### src/rtl/game_draw_controller.sv
// rtl/game_draw_controller.sv - frame sequencer and game state for the running-man datapath
module game_draw_controller #(
    parameter logic [7:0] MAN_X       = 8'd25,
    parameter logic [6:0] GROUND_Y    = 7'd108,
    parameter logic [7:0] TREE_START  = 8'd156,
    parameter logic [7:0] SPEED       = 8'd1,
    parameter logic [6:0] JUMP_STEP   = 7'd2,
    parameter logic [3:0] JUMP_FRAMES = 4'd8,
    parameter logic [7:0] LFSR_SEED   = 8'hA5
) (
    input  logic       clk,
    input  logic       reset_n,
    input  logic       start,
    input  logic       jump_btn,
    input  logic       crouch_btn,
    input  logic       frame_tick,
    input  logic       draw_floors_finish,
    input  logic       erase_finish,
    input  logic       draw_tree_finish,
    input  logic       draw_man_finish,
    output logic       drawing_floors,
    output logic       erase,
    output logic       draw_tree,
    output logic       draw_man,
    output logic       ld_x,
    output logic       ld_y,
    output logic       ld_man_style,
    output logic       ld_shape,
    output logic [7:0] x_in,
    output logic [6:0] y_in,
    output logic       man_style,
    output logic [1:0] top,
    output logic [1:0] mid,
    output logic [1:0] bottom,
    output logic       update,
    output logic       game_over,
    output logic [7:0] overrun_cnt
);

    typedef enum logic [3:0] {
        S_FLOORS, S_IDLE, S_WAIT, S_LOAD, S_ERASE, S_TREE, S_MAN, S_PHYS, S_OVER
    } state_t;

    localparam logic [7:0] MAN_X_END = MAN_X + 8'd6;

    state_t     state_q, state_d;
    logic [7:0] tree_x_q, tree_x_d;
    logic [6:0] y_q, y_d;
    logic       man_style_q, man_style_d;
    logic [1:0] top_q, top_d, mid_q, mid_d, bottom_q, bottom_d;
    logic [7:0] lfsr_q, lfsr_d;
    logic       airborne_q, airborne_d;
    logic       ascending_q, ascending_d;
    logic [3:0] jump_cnt_q, jump_cnt_d;
    logic       jump_req_q, jump_req_d;
    logic       jump_prev_q, jump_prev_d;
    logic       tick_pending_q, tick_pending_d;
    logic [7:0] overrun_q, overrun_d;
    logic       game_over_q, game_over_d;

    logic [7:0] lfsr_next;
    logic [6:0] y_down;
    logic       landing;
    logic       in_window;
    logic       collision;
    logic       consume;
    logic       do_init;

    assign lfsr_next = {lfsr_q[6:0], lfsr_q[7] ^ lfsr_q[5] ^ lfsr_q[4] ^ lfsr_q[3]};
    assign y_down    = y_q + JUMP_STEP;
    assign landing   = (y_down >= GROUND_Y);
    assign in_window = (tree_x_q >= MAN_X) && (tree_x_q <= MAN_X_END);
    // bottom 00/01 is a low obstacle (must be airborne); 10 is overhead (must crouch)
    assign collision = in_window && (bottom_q[1] ? man_style_q : ~airborne_q);

    // next-state: sequencing, tick bookkeeping and per-frame game physics
    always_comb begin
        state_d        = state_q;
        tree_x_d       = tree_x_q;
        y_d            = y_q;
        man_style_d    = airborne_q ? 1'b1 : ~crouch_btn;
        top_d          = top_q;
        mid_d          = mid_q;
        bottom_d       = bottom_q;
        lfsr_d         = lfsr_q;
        airborne_d     = airborne_q;
        ascending_d    = ascending_q;
        jump_cnt_d     = jump_cnt_q;
        jump_req_d     = jump_req_q;
        jump_prev_d    = jump_btn;
        tick_pending_d = tick_pending_q;
        overrun_d      = overrun_q;
        game_over_d    = game_over_q;
        consume        = 1'b0;
        do_init        = 1'b0;

        if (jump_btn && !jump_prev_q && !airborne_q && !crouch_btn) begin
            jump_req_d = 1'b1;
        end

        case (state_q)
            S_FLOORS: if (draw_floors_finish) state_d = S_IDLE;
            S_IDLE:   if (start) do_init = 1'b1;
            S_WAIT: begin
                if (tick_pending_q) begin
                    consume = 1'b1;
                    state_d = S_LOAD;
                end
            end
            S_LOAD:   state_d = S_ERASE;
            S_ERASE:  if (erase_finish) state_d = S_TREE;
            S_TREE:   if (draw_tree_finish) state_d = S_MAN;
            S_MAN:    if (draw_man_finish) state_d = S_PHYS;
            S_PHYS: begin
                jump_req_d = 1'b0;
                if (collision) begin
                    game_over_d = 1'b1;
                    state_d     = S_OVER;
                end else begin
                    state_d = S_WAIT;
                    if (tree_x_q < SPEED) begin
                        tree_x_d = TREE_START;
                        lfsr_d   = lfsr_next;
                        top_d    = lfsr_next[1:0];
                        mid_d    = lfsr_next[3:2];
                        bottom_d = (lfsr_next[5:4] == 2'b11) ? 2'b10 : lfsr_next[5:4];
                    end else begin
                        tree_x_d = tree_x_q - SPEED;
                    end
                    if (!airborne_q) begin
                        if (jump_req_q) begin
                            airborne_d  = 1'b1;
                            ascending_d = 1'b1;
                            jump_cnt_d  = 4'd1;
                            y_d         = y_q - JUMP_STEP;
                        end
                    end else if (ascending_q && (jump_cnt_q != JUMP_FRAMES)) begin
                        jump_cnt_d = jump_cnt_q + 4'd1;
                        y_d        = y_q - JUMP_STEP;
                    end else begin
                        ascending_d = 1'b0;
                        if (landing) begin
                            y_d        = GROUND_Y;
                            airborne_d = 1'b0;
                        end else begin
                            y_d = y_down;
                        end
                    end
                end
            end
            S_OVER:   if (start) do_init = 1'b1;
            default:  state_d = S_FLOORS;
        endcase

        // ticks only matter while a game is running; elsewhere they are dropped
        if ((state_q == S_FLOORS) || (state_q == S_IDLE) || (state_q == S_OVER)) begin
            tick_pending_d = 1'b0;
        end else begin
            tick_pending_d = (tick_pending_q && !consume) || frame_tick;
            if (frame_tick && tick_pending_q && !consume && (overrun_q != 8'hFF)) begin
                overrun_d = overrun_q + 8'd1;
            end
        end

        if (do_init) begin
            tree_x_d       = TREE_START;
            y_d            = GROUND_Y;
            airborne_d     = 1'b0;
            ascending_d    = 1'b0;
            jump_cnt_d     = 4'd0;
            jump_req_d     = 1'b0;
            game_over_d    = 1'b0;
            bottom_d       = 2'b10;
            tick_pending_d = 1'b0;
            state_d        = S_LOAD;
        end
    end

    // state and game registers
    always_ff @(posedge clk or negedge reset_n) begin
        if (!reset_n) begin
            state_q        <= S_FLOORS;
            tree_x_q       <= TREE_START;
            y_q            <= GROUND_Y;
            man_style_q    <= 1'b1;
            top_q          <= 2'b00;
            mid_q          <= 2'b10;
            bottom_q       <= 2'b11;
            lfsr_q         <= LFSR_SEED;
            airborne_q     <= 1'b0;
            ascending_q    <= 1'b0;
            jump_cnt_q     <= 4'd0;
            jump_req_q     <= 1'b0;
            jump_prev_q    <= 1'b0;
            tick_pending_q <= 1'b0;
            overrun_q      <= 8'd0;
            game_over_q    <= 1'b0;
        end else begin
            state_q        <= state_d;
            tree_x_q       <= tree_x_d;
            y_q            <= y_d;
            man_style_q    <= man_style_d;
            top_q          <= top_d;
            mid_q          <= mid_d;
            bottom_q       <= bottom_d;
            lfsr_q         <= lfsr_d;
            airborne_q     <= airborne_d;
            ascending_q    <= ascending_d;
            jump_cnt_q     <= jump_cnt_d;
            jump_req_q     <= jump_req_d;
            jump_prev_q    <= jump_prev_d;
            tick_pending_q <= tick_pending_d;
            overrun_q      <= overrun_d;
            game_over_q    <= game_over_d;
        end
    end

    assign drawing_floors = (state_q == S_FLOORS);
    assign erase          = (state_q == S_ERASE);
    assign draw_tree      = (state_q == S_TREE);
    assign draw_man       = (state_q == S_MAN);
    assign ld_x           = (state_q == S_LOAD);
    assign ld_y           = (state_q == S_LOAD);
    assign ld_man_style   = (state_q == S_LOAD);
    assign ld_shape       = (state_q == S_LOAD);
    assign update         = (state_q == S_LOAD);
    assign x_in           = tree_x_q;
    assign y_in           = y_q;
    assign man_style      = man_style_q;
    assign top            = top_q;
    assign mid            = mid_q;
    assign bottom         = bottom_q;
    assign game_over      = game_over_q;
    assign overrun_cnt    = overrun_q;

endmodule

### config.mk
export PLATFORM = sky130hd
export DESIGN_NAME = game_draw_controller
export DESIGN_NICKNAME = d
export VERILOG_FILES = /design/src/rtl/game_draw_controller.sv
export SDC_FILE = /design/constraint.sdc
export NUM_CORES = 1
export LEC_CHECK = 0
export ABC_CLOCK_PERIOD_IN_PS = 2360
export BUFFER_PORTS_ARGS = -buffer_cell sky130_fd_sc_hd__buf_2
export CAP_MARGIN = 10
export CELL_PAD_IN_SITES_DETAIL_PLACEMENT = 2
export CELL_PAD_IN_SITES_GLOBAL_PLACEMENT = 2
export CORE_ASPECT_RATIO = 1.25
export CORE_MARGIN = 2
export CORE_UTILIZATION = 35
export DETAILED_ROUTE_END_ITERATION = 10
export PLACE_DENSITY = 0.9
export SETUP_SLACK_MARGIN = 0.02
export SLEW_MARGIN = 20
export SYNTH_ARGS = -nofsm -noshare
export SYNTH_HDL_FRONTEND = slang
export SYNTH_SLANG_ARGS = --single-unit
### constraint.sdc
create_clock -name clk -period 2.36 [get_ports clk]
set_clock_uncertainty 0.05 [all_clocks]
set_input_delay 0.118 -clock clk [delete_from_list [all_inputs] [get_ports clk]]
set_output_delay 0.118 -clock clk [all_outputs]
set_load 0.02 [all_outputs]
==> flow_summary.json, run 1 <==
{
  "status": "finished, final reports clean",
  "startpoint_type": "register",
  "drtIter0Drc": 99,
  "syn_area_per_cell_sq_um": 9.88,
  "setup_viol": 0,
  "synth_area_sq_mm": 0.00304,
  "yosysTopAreaCell": "dfrtp_1",
  "vias_per_cell": 5.63,
  "synth_top_family_by_area": "simple AND/OR/NAND/NOR gates",
  "synthMuxAreaShare_pct": 5.22,
  "grt_pass1_wl_um": 14600,
  "grt_setup_unrepaired": "false",
  "drv_cap": 0,
  "ir_drop_uv": 520,
  "antenna_found_initial": 0,
  "final_antenna_net_count": 0,
  "rows": 38,
  "insertion_delay_ns": 0.32,
  "hp-class": "input pin to register",
  "drt_pass1_iterations": 4,
  "synth.yosys.warnings": 0,
  "die_h_um": 108,
  "met1_usage_pct": 23.9,
  "cts_sinks": 50,
  "synthXorXnorAreaFrac_pct": 3.74,
  "crit_path_end_kind": "register",
  "die_w_um": 87.4,
  "met2_usage_pct": 35.9,
  "clk_pin_slew_worst_paths_ns": 0.10,
  "gp_congestion": 0.824,
  "worstMarginPinSlew_ns": 0.621,
  "htreeDepth": 2,
  "hpwl_um": 6530,
  "seq_area_frac_synth_pct": 41.8,
  "wl_per_cell_um": 19.9,
  "fin_nets": 376,
  "yosysTopAreaCellShare_pct": 27.9,
  "cts_buffer_depth": 2,
  "cellLeakagePower_nw": 1.59,
  "synth.net_count": 325,
  "synth_top_cells_by_count": "dfrtp_1 (34), nand2_1 (20), nor2_1 (20)",
  "grt_max_degree": 26,
  "vias": 2592,
  "ys_async_sr_fraction_pct": 100,
  "initial_core_util_pct": 35.6,
  "synthMostInstantiatedCell": "dfrtp_1",
  "dieArea_sq_mm": 0.00946,
  "synth.distinct_cells": 71,
  "finalSetupTns_ns": 0,
  "synthSimpleGateAreaFrac_pct": 19.6,
  "worst-setup-path-type": "register to register",
  "portBuffers": 48,
  "drt-total-wl_um": 9180,
  "gr-usage-met3_pct": 3.21,
  "cts_tree": "yes",
  "ys_seq_elements": 50,
  "io_pins": 50,
  "diodes": 0,
  "power_density_mw_per_mm2": 1250,
  "dominantRegCellSynth": "dfrtp_1",
  "max_freq_mhz": 465,
  "grt_usage_pct": 19.9,
  "fin_cells": 460,
  "synth-edff-count": 0,
  "area_growth_pct": 15.7,
  "drive_gt1_share_pct": 32.5,
  "synth.area.top_cells": "dfrtp_1 (28%), dfstp_2 (14%), mux2_2 (4.1%), ha_1 (2.9%), a21oi_1 (2.8%)",
  "ctsRootBufferMaster": "clkbuf_8",
  "busiest_layer": "met2",
  "numCtsBuffers": 5,
  "worstPathArrival_ns": 2.28,
  "overflow": 0,
  "synth_fa_ha_area_share_pct": 3.25,
  "core_sq_mm": 0.00856,
  "period_share_pct": 91.1,
  "period_minus_slack_ns": 2.15,
  "grt_pass1_vias": 2754,
  "synth_compound_area_share_pct": 18.9,
  "slew_viol_final": 0,
  "syn-instance-count": 308,
  "critPathMaxFanout": 7,
  "drc_errors": 0,
  "slew_headroom_pct": 58.5,
  "dp_cells": 445,
  "hold_viol_final": 0,
  "cts_resized": 0,
  "required_ns": 2.49
}
==> worst max-delay path, cell delays in order, from the launching register on <==
cell,delay (ns)
dfrtp_1,0.42
ha_1,0.31
nand2b_1,0.20
o32ai_1,0.46
o2bb2ai_1,0.21
o21ai_1,0.25
o22ai_1,0.11
==> registers in the layout, indices dropped and copies added, names as in the netlist, 2 cells and up <==
signal       cells
x_in             8
jump_cnt_q       4
mid              2
y_in             6
lfsr_q           8
state_q          4
overrun_cnt      8
bottom           2
==> placed cells by master (no fill, tap or decap), types with 4 or more instances in the layout <==
master	instances
buf_4	17
inv_1	13
nand2_1	20
a211oi_1	4
a31oi_1	4
nand3_1	8
xnor2_1	9
nand4_1	9
nor2_1	20
xor2_1	4
a21oi_1	17
and3_1	4
nor3_1	13
clkbuf_8	5
nor4_1	5
o31ai_1	4
mux2_2	11
o21ai_0	11
buf_2	48
dfstp_2	16
ha_1	7
dfrtp_1	34
==> cell families (layout without fill, tap and decap cells) <==
logic type / after synthesis / in the layout
other cells: 1 / 1
fa+ha+maj: 8 / 8
mux: 14 / 14
compound gates: 78 / 78
buf+inv: 38 / 90
xor+xnor: 13 / 13
flops: 50 / 50
simple gates: 106 / 106
==> path summary, 6_finish.rpt <==
check                                from              to  cells after the start  slack, ns
max                               y_in[1]         y_in[1]                      6       0.21
min                            frame_tick  tick_pending_q                      2       0.02
max reg2reg                       y_in[1]         y_in[1]                      6       0.21
min reg2reg                overrun_cnt[4]  overrun_cnt[4]                      1       0.46
max in group asynchronous         reset_n         y_in[3]                      3       1.25
min in group asynchronous         reset_n   jump_cnt_q[1]                      2       0.26
==> through the flow <==
stage                     setup WS, ns  total power, mW  util (%)  hold slack, ns  area, sq um
after floorplan                  0.290             3.06         -          -0.228         3040
after global placement           0.234             3.56      39.0          0.0719         3340
after detailed placement        0.0304             3.74      39.0          0.0859         3340
after CTS                       0.0247             4.41      40.7          0.0133         3480
after global routing            0.0682             4.72      41.2          0.0298         3520
final                            0.211             4.41      41.2          0.0226         3520
==> layer usage <==
metal	routed length, um	vias to the layer above
li1	-	1209
met1	3830	1339
met2	5000	35
met3	211	9
met4	140	0
met5	0	-
==> area by class of cell <==
cell class / instances / area, sq um
Multi-Input combinational cell: 220 / 1550
Inverter: 13 / 48.8
Clock buffer: 5 / 68.8
Clock inverter: 3 / 43.8
Tap cell: 100 / 125
Fill cell: 957 / 5040
Sequential cell: 50 / 1270
Timing Repair Buffer: 69 / 418
==> power by group <==
part / switching (mW) / internal (mW) / leakage [nW]
clock: 0.319 / 0.318 / 0.0585
sequential: 0.422 / 1.15 / 0.605
combinational: 1.35 / 0.847 / 0.930
total: 2.09 / 2.32 / 1.59
==> what timing repair did <==
action | CTS | global route
setup buffers | 0 | 4
setup endpoints to repair | 7 | 14
pin swaps | 1 | 2
hold buffers | 3 | 0
hold endpoints to repair | 16 | 0
No activity file was read; power rests on OpenSTA's default activity.
==> inputs of run 2 (changes only) <==
CORE_MARGIN = unset   (was 2)
HOLD_SLACK_MARGIN = 0.15   (was unset)
PLACE_DENSITY = 0.86   (was 0.9)
==> run 2 against run 1 <==
Compared with the run above:
- cell count is 0.22% higher
- hold slack improved by 0.17 ns
- cell area increased by 0.39%
- critical endpoint is now y_in[3]
- largest cell class unchanged
- largest power group unchanged
==> flow_summary.json, run 2 (same netlist as run 1, synthesis figures left out) <==
{
  "drtIter0Drc": 73,
  "drt-total-wl_um": 9290,
  "status": "finished, final reports clean",
  "drv_cap": 0,
  "grt_pass1_vias": 2955,
  "worstMarginPinSlew_ns": 0.669,
  "critPathBufInv": 1,
  "worstPathArrival_ns": 2.35,
  "final_cell_area_sq_mm": 0.00354,
  "max_stage_delay_ns": 0.58,
  "required_ns": 2.56,
  "max_freq_mhz": 466,
  "portBuffers": 48,
  "io_pins": 50,
  "final_cell_mix": "buf_2 (48), dfrtp_1 (34), nand2_1 (20), nor2_1 (20), buf_4 (19)",
  "die_w_um": 85.4,
  "ir_drop_uv": 489,
  "finalSetupTns_ns": 0,
  "drt_pass1_iterations": 4,
  "path_delay_family": "compound AO/OA/AOI/OAI gates",
  "overflow": 0,
  "period_share_pct": 90.9,
  "diodes": 0,
  "cellLeakagePower_nw": 1.60,
  "hpwl_um": 6280,
  "place_area_sq_mm": 0.00335,
  "core_sq_mm": 0.00833,
  "cts_sinks": 50,
  "vias_per_cell": 5.69,
  "drive_gt1_share_pct": 32.4,
  "slew_headroom_pct": 55.4,
  "hold_viol_final": 0,
  "drc_errors": 0,
  "cts_buffer_depth": 2,
  "cts_tree": "yes",
  "rows": 37,
  "grt_max_degree": 51,
  "critPathMaxFanout": 12,
  "fin_nets": 380,
  "antenna_found_initial": 0,
  "worst-setup-path-type": "register to register",
  "vias": 2625,
  "cts_resized": 0,
  "numCtsBuffers": 5,
  "cp_slowest_cell": "dfstp_2",
  "die_h_um": 106,
  "area_growth_pct": 16.2,
  "initial_core_util_pct": 36.5,
  "crit_path_end_kind": "register",
  "period_minus_slack_ns": 2.15,
  "final_antenna_net_count": 0,
  "grt_setup_unrepaired": "false",
  "slew_viol_final": 0,
  "setup_viol": 0,
  "clk_pin_slew_worst_paths_ns": 0.11,
  "ctsRootBufferMaster": "clkbuf_8",
  "crit_chain": "nor2_1 -> and4b_1 -> buf_4 -> a21oi_2 -> nand4_1 -> a31o_1",
  "wl_per_cell_um": 20.1,
  "htreeDepth": 2,
  "startpoint_type": "register",
  "power_density_mw_per_mm2": 1230,
  "gp_congestion": 0.758,
  "hp-class": "input pin to register",
  "layout_commonest_cell": "buf_2",
  "dieArea_sq_mm": 0.00908,
  "grt_pass1_wl_um": 15000,
  "insertion_delay_ns": 0.32,
  "grt_usage_pct": 21.0
}
==> run 2: changes by cell type in the layout (fill, tap and decap cells not counted), sizes merged <==
cell | previous run | this run
buf | 66 | 68
clkbuf | 5 | 7
dlygate4sd3 | 3 | 5
bufinv | 1 | 0
clkinv | 1 | 0
==> run 2: area by class of cell <==
class | instances | area, sq um
Fill cell | 936 | 4800
Multi-Input combinational cell | 220 | 1550
Sequential cell | 50 | 1270
Timing Repair Buffer | 73 | 453
Tap cell | 97 | 121
Clock buffer | 7 | 86.3
Inverter | 13 | 48.8
Clock inverter | 1 | 8.76
==> run 2: path summary, 6_finish.rpt <==
kind,from,to,slack (ns),cells after the start
setup / recovery,x_in[7],y_in[3],0.21,6
hold / removal,start,x_in[2],0.20,4
setup reg to reg,x_in[7],y_in[3],0.21,6
hold reg to reg,overrun_cnt[4],overrun_cnt[4],0.45,1
max in group asynchronous,reset_n,state_q[1],1.40,3
min in group asynchronous,reset_n,jump_cnt_q[2],0.39,3
==> run 2: what timing repair did <==
| action | CTS | global route |
|---|---|---|
| hold endpoints to repair | 39 | 0 |
| hold buffers | 5 | 0 |
| endpoints found under the setup margin | 0 | 14 |
| setup buffers | 0 | 4 |
==> run 2: worst register-to-register path, cell delays in order (launching register included) <==
cell and delay (ns):
dfstp_2 0.58, nor2_1 0.09, and4b_1 0.26, buf_4 0.19
a21oi_2 0.48, nand4_1 0.20, a31o_1 0.25
==> run 2: where the power goes <==
group	internal (mW)	switching [mW]
logic	0.862	1.38
clock network	0.244	0.320
registers	1.15	0.410
total	2.26	2.11
==> run 2: routing by layer <==
layer / up-vias / wire length (um) / track usage (%)
li1: 1219 / - / -
met1: 1355 / 3880 / 25.4
met2: 43 / 5110 / 37.5
met3: 8 / 179 / 2.48
met4: 0 / 116 / 8.21
met5: - / 0 / 0
==> run 2: metrics by stage <==
step / utilization [%] / hold WS (ns) / cells / worst slack, ns / total power [mW]
floorplan: - / -0.228 / 308 / 0.290 / 3.06
global placement: 40.2 / 0.190 / 444 / 0.239 / 3.59
detailed placement: 40.2 / 0.194 / 444 / 0.0924 / 3.75
CTS: 41.9 / 0.167 / 457 / 0.0740 / 4.34
global route: 42.4 / 0.212 / 461 / 0.0678 / 4.68
finish: 42.4 / 0.196 / 461 / 0.214 / 4.37
==> inputs of run 3 (changes only) <==
ABC_AREA = 1   (was unset)
CORE_UTILIZATION = 32   (was 35)
PLACE_DENSITY = unset   (was 0.86)
PLACE_DENSITY_LB_ADDON = 0.1   (was unset)
==> run 3 against run 2 <==
Compared with the run above:
- sequential share of layout area is 0.13 points higher
- register-to-register slack better by 0.08 ns
- clock power is 31% higher
- clock-buffer cell count decreased by 2
- die area grew 7.7%
- synthesized cell count increased by 34%
- critical path depth is 5 higher
- hold slack worse by 0.034 ns
- synthesized area shrank 1.4%
- critical path type unchanged
- largest cell class unchanged
==> flow_summary.json, run 3 <==
{
  "rows": 39,
  "pwr-share-clk_pct": 16.9,
  "cts_resized": 0,
  "worst-setup-path-type": "register to register",
  "ir_drop_uv": 454,
  "cts_tree": "yes",
  "grt_pass1_vias": 2944,
  "drt-total-wl_um": 8600,
  "synth_top_cells_by_count": "nand2_1 (137), inv_1 (50), nor2_1 (43)",
  "cellLeakagePower_nw": 1.90,
  "synth-edff-count": 0,
  "crit_path_end_kind": "register",
  "htreeDepth": 2,
  "slew_viol_final": 0,
  "vias_per_cell": 4.83,
  "dieArea_sq_mm": 0.00977,
  "dominantRegCellSynth": "dfrtp_1",
  "drive_gt1_share_pct": 20.0,
  "synthMostInstantiatedCell": "nand2_1",
  "cts_buffer_depth": 2,
  "layout_commonest_cell": "nand2_1",
  "antenna_found_initial": 0,
  "drt_pass1_iterations": 4,
  "drv_cap": 0,
  "vias": 2843,
  "reg2reg_depth": 11,
  "holdPathEnd": "bottom[1]",
  "ys_seq_elements": 50,
  "finalSetupTns_ns": 0,
  "switching_power_mw": 2.14,
  "whs_path_depth": 3,
  "wl_per_cell_um": 14.6,
  "combPwrFrac_pct": 49.3,
  "drc_errors": 0,
  "ys_async_sr_fraction_pct": 100,
  "crit_chain": "inv_1 -> ha_1 -> inv_1 -> nor2_1 -> nand2_1 -> nand2_1 -> nor2_1 -> nor2_2 -> nand2_1 -> nand2_1 -> o21ai_2",
  "yosysTopAreaCellShare_pct": 28.3,
  "hp-class": "input pin to register",
  "r2r_slack_ns": 0.29,
  "postLayoutCoreUtil_pct": 38.6,
  "io_pins": 50,
  "final_antenna_net_count": 0,
  "gp_congestion": 0.807,
  "syn-instance-count": 413,
  "power_density_mw_per_mm2": 1240,
  "r2r-start": "x_in[0]",
  "synth.net_count": 430,
  "fin_nets": 482,
  "overflow": 0,
  "startpoint_type": "register",
  "worstMarginPinSlew_ns": 0.863,
  "reg2reg_to": "lfsr_q[1]",
  "drtIter0Drc": 70,
  "die_w_um": 88.6,
  "fill_cells": 1144,
  "syn_area_per_cell_sq_um": 7.27,
  "period_minus_slack_ns": 2.07,
  "cts_setup_buffers": 0,
  "synth.area.top_cells": "dfrtp_1 (28%), nand2_1 (17%), dfstp_2 (14%), nand3_1 (6.7%), inv_1 (6.3%)",
  "slew_headroom_pct": 42.5,
  "insertion_delay_ns": 0.30,
  "portBuffers": 48,
  "critPathMaxFanout": 12,
  "synth_area_sq_mm": 0.00300,
  "cts_sinks": 50,
  "numCtsBuffers": 5,
  "grt_pass1_wl_um": 14500,
  "core_sq_mm": 0.00913,
  "max_stage_delay_ns": 0.42,
  "area_growth_pct": 17.4,
  "yosysTopAreaCell": "dfrtp_1",
  "status": "finished, final reports clean",
  "grt_max_degree": 37,
  "diodes": 0,
  "final_cell_mix": "nand2_1 (137), inv_1 (50), buf_2 (48)",
  "internal_power_mw": 2.24,
  "hold_viol_final": 0,
  "period_share_pct": 87.5,
  "synth.distinct_cells": 32,
  "clk_pin_slew_worst_paths_ns": 0.07,
  "worstPathArrival_ns": 2.20,
  "grt_setup_unrepaired": "false",
  "hold_buffers": 4,
  "path_common_cell": "nand2_1",
  "die_h_um": 110,
  "cp_slowest_cell": "dfrtp_1",
  "synth.yosys.warnings": 0,
  "setup_viol": 0,
  "grt_usage_pct": 19.4,
  "ctsRootBufferMaster": "clkbuf_16",
  "max_freq_mhz": 484,
  "required_ns": 2.49,
  "p_seq_share_pct": 33.8,
  "initial_core_util_pct": 32.9,
  "seq_area_frac_synth_pct": 42.4,
  "switching_share_pct": 48.9,
  "min-delay-start": "start",
  "hpwl_um": 6570
}
==> run 3: changes by cell type in the layout (fill, tap and decap cells not counted), moves of 5 or more <==
cell	before	now
clkbuf_16	0	5
mux2_2	11	0
o21ai_0	11	16
inv_1	13	50
nor4_1	5	0
nor3_1	13	5
clkbuf_8	6	0
nor2_1	20	43
a21oi_1	17	4
nand3_1	8	40
buf_4	19	4
nand2_1	20	137
==> run 3: power by group through the flow <==
stage | Clock [mW] | Sequential (mW) | Combinational, mW
after floorplan | 0 | 1.56 | 1.46
after global placement | 0 | 1.48 | 2.09
after detailed placement | 0 | 1.49 | 2.18
after CTS | 0.758 | 1.48 | 2.20
after global routing | 0.794 | 1.52 | 2.46
final | 0.738 | 1.48 | 2.16
==> run 3: final cells by class <==
type | instances | area (sq um) | share of cell area, %
Timing Repair Buffer | 56 | 310 | 8.81
Clock buffer | 5 | 125 | 3.55
Sequential cell | 50 | 1270 | 36.1
Clock inverter | 3 | 21.3 | 0.604
Tap cell | 123 | 154 | 4.37
Inverter | 53 | 199 | 5.65
Multi-Input combinational cell | 299 | 1440 | 40.9
==> run 3: layer usage <==
layer  GRT usage, %  share of wire, %  vias up
li1               -                 -     1394
met3           3.05               2.4        5
met5              0                 0        -
met2           34.2                52       37
met1           24.5                45     1407
met4           4.84               1.1        0
==> run 3: kinds of logic after synthesis <==
kind of cell | Yosys count | synth area share [%]
AOI/OAI and AO/OA | 31 | 5.84
xor gates and xnor gates | 13 | 3.79
adders and majority gates | 7 | 2.92
buffers and inverters | 64 | 9.59
DFF | 50 | 42.4
other | 1 | 0.125
and+or+nand+nor | 247 | 35.4
==> run 3: through the flow <==
step / total power [mW] / hold WS, ns / area, sq um / cells / worst slack (ns)
2_1_floorplan: 3.02 / -0.228 / 3000 / 413 / 0.589
5_1_grt: 4.78 / 0.204 / 3520 / 589 / 0.0400
4_1_cts: 4.44 / 0.165 / 3520 / 589 / 0.240
3_5_place_dp: 3.67 / 0.226 / 3340 / 577 / 0.263
6_report: 4.37 / 0.162 / 3520 / 589 / 0.294
3_3_place_gp: 3.58 / 0.214 / 3340 / 577 / 0.388
==> run 3: worst max-delay path by stage <==
stage                         end     from  depth (start not counted)  slack (ns)
floorplan           jump_cnt_q[0]  x_in[0]                         13        0.59
global placement        lfsr_q[1]  x_in[0]                         11        0.39
detailed placement      lfsr_q[1]  x_in[0]                         11        0.26
CTS                     lfsr_q[1]  x_in[0]                         11        0.24
global route            lfsr_q[1]  x_in[0]                         11        0.04
finish                  lfsr_q[1]  x_in[0]                         11        0.29
==> run 3: worst max-delay path: cells and delay by family, from the launching register on <==
kind / cells / cell delay [ns]
compound gates: 1 / 0.06
fa+ha+maj: 1 / 0.17
buf+inv: 2 / 0.15
flops: 1 / 0.42
simple gates: 7 / 1.10
